<file path="config.mk">
export PLATFORM = sky130hd
export DESIGN_NAME = cache_fill_fsm
export DESIGN_NICKNAME = d
export VERILOG_FILES = /design/src/rtl/cache_fill_fsm.sv
export SDC_FILE = /design/constraint.sdc
export NUM_CORES = 1
export LEC_CHECK = 0
export ABC_AREA = 1
export BUFFER_PORTS_ARGS = -buffer_cell sky130_fd_sc_hd__buf_2
export CELL_PAD_IN_SITES_DETAIL_PLACEMENT = 1
export CELL_PAD_IN_SITES_GLOBAL_PLACEMENT = 1
export CORE_MARGIN = 2
export CORE_UTILIZATION = 29
export CTS_CLUSTER_SIZE = 16
export DETAILED_ROUTE_END_ITERATION = 10
export PLACE_DENSITY = 0.82
export SKIP_CTS_REPAIR_TIMING = 1
export SLEW_MARGIN = 10
export SYNTH_ARGS = -nofsm -noshare
export SYNTH_HDL_FRONTEND = slang
export SYNTH_SLANG_ARGS = --single-unit
</file>
<file path="constraint.sdc">
create_clock -name clk -period 2.9 [get_ports clk]
set_clock_uncertainty 0.1 [all_clocks]
set_input_delay 0.58 -clock clk [delete_from_list [all_inputs] [get_ports clk]]
set_output_delay 0.58 -clock clk [all_outputs]
set_load 0.03 [all_outputs]
</file>
<file path="src/rtl/cache_fill_fsm.sv">
// Cache miss fill controller: fetches one aligned block from multi-cycle main memory,
// streams each returned word into the data array and writes the tag on the last word.
module cache_fill_fsm #(
  parameter int unsigned ADDR_W          = 16,
  parameter int unsigned WORDS_PER_BLOCK = 8,
  parameter int unsigned CNT_W           = 3
) (
  input  logic              clk,
  input  logic              rst,
  input  logic              miss_detected,
  input  logic [ADDR_W-1:0] miss_address,
  input  logic              memory_data_valid,
  input  logic [15:0]       memory_data,
  output logic              fsm_busy,
  output logic              mem_rd_en,
  output logic [ADDR_W-1:0] memory_address,
  output logic              write_data_array,
  output logic [ADDR_W-1:0] data_array_addr,
  output logic [15:0]       data_array_wdata,
  output logic              write_tag_array
);

  localparam int unsigned       OFF_W    = CNT_W + 1;
  localparam logic [ADDR_W-1:0] OFF_MASK = ADDR_W'((1 << OFF_W) - 1);
  localparam logic [CNT_W:0]    REQ_END  = (CNT_W + 1)'(WORDS_PER_BLOCK);
  localparam logic [CNT_W-1:0]  RCV_LAST = CNT_W'(WORDS_PER_BLOCK - 1);

  typedef enum logic {IDLE, FILL} state_t;

  state_t            state, state_next;
  logic [ADDR_W-1:0] base;
  logic [CNT_W:0]    req_cnt;
  logic [CNT_W-1:0]  rcv_cnt;

  always_ff @(posedge clk) begin
    if (rst) begin
      state   <= IDLE;
      base    <= '0;
      req_cnt <= '0;
      rcv_cnt <= '0;
    end else begin
      state <= state_next;
      case (state)
        IDLE: begin
          if (miss_detected) begin
            base    <= miss_address & ~OFF_MASK;
            req_cnt <= '0;
            rcv_cnt <= '0;
          end
        end
        FILL: begin
          if (mem_rd_en)         req_cnt <= req_cnt + 1'b1;
          if (memory_data_valid) rcv_cnt <= rcv_cnt + 1'b1;
        end
        default: ;
      endcase
    end
  end

  always_comb begin
    state_next       = state;
    fsm_busy         = 1'b0;
    mem_rd_en        = 1'b0;
    memory_address   = '0;
    write_data_array = 1'b0;
    data_array_addr  = '0;
    write_tag_array  = 1'b0;
    data_array_wdata = memory_data;
    case (state)
      IDLE: begin
        // stall is raised combinationally in the miss cycle itself
        fsm_busy = miss_detected;
        if (miss_detected) state_next = FILL;
      end
      FILL: begin
        fsm_busy        = 1'b1;
        mem_rd_en       = (req_cnt < REQ_END);
        memory_address  = base + (ADDR_W'(req_cnt) << 1);
        data_array_addr = base + (ADDR_W'(rcv_cnt) << 1);
        if (memory_data_valid) begin
          write_data_array = 1'b1;
          if (rcv_cnt == RCV_LAST) begin
            write_tag_array = 1'b1;
            state_next      = IDLE;
          end
        end
      end
      default: state_next = IDLE;
    endcase
  end

endmodule

</file>
==> results of run 1 <==
Yosys cell counts:
library cell,instances
a21oi_1,16
a31oi_1,1
buf_6,2
nor2_2,2
nand4_1,3
buf_4,20
conb_1,1
o21ai_1,1
o21ai_0,19
nand3_1,7
dfxtp_1,20
nand2_1,50
clkbuf_1,1
nor2_1,28
nor3_1,1
inv_1,39
buf_2,3
ha_1,5
inv_2,1
a22oi_1,1
nor2_4,2
a21boi_1,1
metrics by stage:
step,util (%),total power [mW]
after floorplan,-,0.4631
after global placement,32.75,0.4583
after detailed placement,32.75,0.4631
after CTS,33.92,0.6835
after global routing,33.92,0.7136
final,33.92,0.6703
cell type report:
cell class,count,area (sq um)
fillers,644,3100
multi-input cells,139,658.1
flip-flops and latches,20,400.4
repair buffers,51,260.3
inverters,40,150.1
well taps,54,67.56
clock buffers,4,55.05
registers in the layout (all words and copies together) (netlist names):
register	flops
base	12
req_cnt	4
rcv_cnt	3
state	1
how the worst min path moves through the flow:
stage                     startpoint    endpoint  cells past startpoint
after floorplan           req_cnt[2]  req_cnt[2]                      1
after global placement    req_cnt[2]  req_cnt[2]                      1
after detailed placement  req_cnt[2]  req_cnt[2]                      1
after CTS                 req_cnt[2]  req_cnt[2]                      1
after global routing      req_cnt[2]  req_cnt[2]                      1
final                     req_cnt[2]  req_cnt[2]                      1
cell usage in the layout, fill, tap and decap left out:
master	n
nand2_1	50
buf_2	49
inv_1	39
nor2_1	28
dfxtp_1	20
o21ai_0	19
a21oi_1	16
nand3_1	7
ha_1	5
clkbuf_8	4
nand4_1	3
nor2_2	2
nor2_4	2
conb_1	2
buf_4	2
o21ai_1	1
a21boi_1	1
a31oi_1	1
a22oi_1	1
inv_2	1
nor3_1	1
logic make-up (layout without fill, tap and decap cells):
logic type / Yosys count / in the layout / share of synthesized area [%]
flip-flops: 20 / 20 / 28.67
adder cells (fa/ha/maj): 5 / 5 / 4.480
AND/OR/NAND/NOR: 93 / 93 / 27.69
other: 1 / 2 / 0.2686
AO/OA/AOI/OAI: 39 / 39 / 14.43
buffers and inverters: 66 / 95 / 24.46
routing by layer:
layer	part of all wire [%]	GRT usage, %	routed length (um)	vias to the layer above
met5	0	0	0	-
met4	0.86	4.646	30	0
met3	6.3	2.469	221	4
met2	51	23.82	1770	32
met1	42	15.22	1458	652
li1	-	-	-	727
report_power, final:
part	total, mW	leakage, nW	switching [mW]	internal [mW]
combinational	0.141	0.768	0.0987	0.0428
sequential	0.312	0.165	0.0200	0.292
clock	0.217	0.0288	0.0960	0.121
critical path, cell delays in order (launching register included):
cell and delay (ns):
dfxtp_1 0.38, ha_1 0.21, nand2_1 0.10, nor2_4 0.21, nand2_1 0.12, nand2_1 0.08, nand2_1 0.05, nor2_1 0.08
buf_2 0.20
==> impl_results.md, run 1 <==
* Drc violations at 0
* Worst R2R End: base[14]
* Worst EP arrival at 1.68 ns
* Hold WS at 0.3814 ns
* Synth area leader: dfxtp_1
* Core ar. at 4692 sq um
* Worst setup margin at 0.5429 ns
* Area grow syn2layout at 13.98%
* Placement Setup Slack at 0.8351 ns
* Antenna viol nets, final at 0
* Cells on worst reg2reg path at 5
* Initial core utilization at 29.76%
* First-pass GRT wire length at 5.526 mm
* Worst setup path start: base[4]
* Count of final setup violators at 0
* CP Class: flip-flop to primary output
* Req. time, crit path at 2.22 ns
* Syn. warnings at 0
* Max VDD drop at 158.8 uV
* CTS clk-pin slew, worst paths at 0.07 ns
* Worst skew pair latency at 0.26 ns
* Root Driver: clkbuf_8
* Critical Path Sink Type: primary output
* H-tree Lvls at 1
* CTS tree: built
* Synth area leaders: dfxtp_1 29%, nand2_1 13%, buf_4 11%
* Fin area at 1592 sq um
* Vias in the first global route at 1,272
* Fraction of layout cells with a size suffix above 1 at 23.62%
* Reg2reg start: state
* Final Hold Viols at 0
* Grt ovf at 0
* Maxcap violations at 0
* Gr usage total at 13.11%
* Initial antenna violation count at 0
* Die width at 73.39 um
* Synth Register Bits at 20
* Routability cong. at 0.6969
* CP Max Fanout at 9
* Routed wire per std cell at 11.31 um
* TNS Setup at 0 ns
* I/O Buffers at 49
* Placed cell area at 1536 sq um
* Clock buffer depth at 2
* Leak at 0.9611 nW
* Non-Filler Instances at 308
* Sink Count at 20
* Largest net degree at the start of global routing at 22
* Mapped Area at 1396 sq um
* Worst Hold Class: flip-flop to flip-flop
* Avg Cell Area, Syn at 6.234 sq um
* Crit path launch type: flip-flop
* Nets@finish at 296
* RSZ-0062 raised after global routing: no
* Vias per inst at 4.594
* TritonCTS Buffers at 3
* Slew Limit Fails at 0
* Top cell type's share of synthesized area at 28.67%
* Sequential share of the synthesized area at 28.67%
* Drt pass-1 iters at 4
* Reg2reg setup slack at 1.49 ns
* Status: finished clean
* Cells after synthesis at 224
* Initial DRC count at 31
* Final Cycle Share at 81.28%
* Die area at 5386 sq um
* P per Cell Area at 421.2 nW/um^2
* Critical Path Sink: memory_address[11]
* Via count at 1,415
* Post-detail-place hpwl at 2.767 mm
* Dpl cells at 304
* Minimum clock period at 2.357 ns
* Die Span Y at 73.39 um
* Row Count at 25
* Max Clock Freq at 424.2 MHz
* Post-Route WL at 3.482 mm
* # IOs at 88
* Diode count at 0
* Post-synth cell types at 22
Power figures use the tool's default switching activity.
==> run 2, diff against run 1 <==
CORE_UTILIZATION = 24   (was 29)
PLACE_DENSITY = 0.73   (was 0.82)
clock period = 2.1 ns   (was 2.9 ns; I/O delays follow)
==> run 2 against run 1 <==
  * Sequential power increased by 38%
  * Worst hold slack worse by 0.089 ns
  * First-iteration DRC count is 13% lower
  * Highest routed layer unchanged
==> impl_results.md, run 2 (synthesis gave the netlist of run 1 again) <==
* Hold Startpoint: miss_address[4]
* Final Hold Viols at 0
* Sink Count at 20
* Finished Core Util at 30.89%
* Die width at 80.28 um
* Worst EP arrival at 1.54 ns
* Layout fillers at 760
* Initial antenna violation count at 0
* Largest net degree at the start of global routing at 25
* Critical Path Max Stage Delay at 0.38 ns
* Fraction of layout cells with a size suffix above 1 at 28.52%
* Slew Limit Fails at 0
* Dpl cells at 322
* Drt pass-1 iters at 4
* Most frequent cells in the layout: 47 x nand2_1, 42 x buf_2, 39 x inv_1
* Max Clock Freq at 485.7 MHz
* CP Class: flip-flop to primary output
* CTS clk-pin slew, worst paths at 0.08 ns
* Minimum clock period at 2.059 ns
* Max FFs per register at 12
* Fin area at 1722 sq um
* Max VDD drop at 469.7 uV
* Crit-path cells: ha_4 > nand2_4 > nor2_4 > buf_4 > nand4_1 > nand2_1 > nor2_1 > buf_4
* Critical Path Sink Type: primary output
* RSZ-0062 raised after global routing: yes
* # IOs at 88
* Via count at 1,384
* Reg2reg start: state
* TritonCTS Buffers at 3
* Diode count at 0
* Die area at 6444 sq um
* Vias per inst at 4.220
* CP Max Fanout at 8
* Core ar. at 5574 sq um
* Row Count at 27
* Root Driver: clkbuf_8
* Count of final setup violators at 0
* Area grow syn2layout at 23.30%
* Grt ovf at 0
* Status: finished clean
* Top reg by flops: base
* TNS Setup at 0 ns
* CTS tree: built
* Nets@finish at 298
* I/O Buffers at 49
* Crit path launch type: flip-flop
* Drc violations at 0
* Slowest CP cell: dfxtp_4
* Hold WS at 0.2926 ns
* Placement Setup Slack at 0.1637 ns
* Largest regs: base (12), req_cnt (4), rcv_cnt (3)
* Maxcap violations at 0
* Antenna viol nets, final at 0
* Vias in the first global route at 1,303
* H-tree Lvls at 1
* Reg2reg setup slack at 0.71 ns
* Initial core utilization at 25.05%
* Worst skew pair latency at 0.25 ns
* Req. time, crit path at 1.58 ns
* Top cell by count, worst path: buf_4
* Post-Route WL at 3.522 mm
* Non-Filler Instances at 328
* Gr usage total at 11.08%
* Worst setup path start: req_cnt[3]
* Placed cell area at 1559 sq um
* Routability cong. at 0.7711
* First-pass GRT wire length at 5.747 mm
* P per Cell Area at 589.5 nW/um^2
* Commonest non-fill, non-tap cell in the layout: nand2_1
* Clock buffer depth at 2
* Leak at 0.9935 nW
* Tot Pwr at 1.015 mW
* Post-detail-place hpwl at 2.839 mm
* Worst Hold Class: input pin to flip-flop
* Die Span Y at 80.28 um
* Routed wire per std cell at 10.74 um
* Worst setup margin at 0.04129 ns
* Final Cycle Share at 98.03%
* Initial DRC count at 27
-- run 2: changes by cell type in the layout (fill, tap and decap cells not counted), sizes merged --
cell | previous run | this run
clkbuf | 4 | 3
bufinv | 0 | 1
buf | 51 | 53
-- run 2: worst paths after layout --
path | depth (start not counted) | to
max | 8 | memory_address[9]
min | 3 | base[4]
max reg2reg | 5 | base[8]
min reg2reg | 1 | req_cnt[2]
-- run 2: area by class of cell --
cell class	instances	area [sq um]	share of cell area, %
clock inverters	1	30.03	1.744
flip-flops and latches	20	410.4	23.84
multi-input cells	139	703.2	40.84
clock buffers	3	41.29	2.398
inverters	40	150.1	8.721
repair buffers	53	296.5	17.22
well taps	72	90.09	5.233
-- run 2: worst max-delay path: cells and delay by family, from the launching register on --
family | cells | cell delay, ns
DFF | 1 | 0.38
adders and majority gates | 1 | 0.15
and+or+nand+nor | 5 | 0.44
buffers and inverters | 2 | 0.31
-- run 2: metal layers --
metal | vias up | part of all wire [%] | GRT usage, %
met5 | - | 0 | 0
met4 | 0 | 0.37 | 1.356
met3 | 2 | 4.4 | 2.247
met2 | 28 | 52 | 21.58
met1 | 623 | 44 | 12.58
li1 | 731 | - | -
-- run 2: power breakdown --
| group | switching [mW] | total, mW | internal (mW) | leakage, nW |
|---|---|---|---|---|
| Clock | 0.128 | 0.382 | 0.254 | 0.0357 |
| Combinational | 0.138 | 0.201 | 0.0627 | 0.791 |
| Sequential | 0.0295 | 0.432 | 0.402 | 0.167 |
| Total | 0.296 | 1.01 | 0.719 | 0.994 |
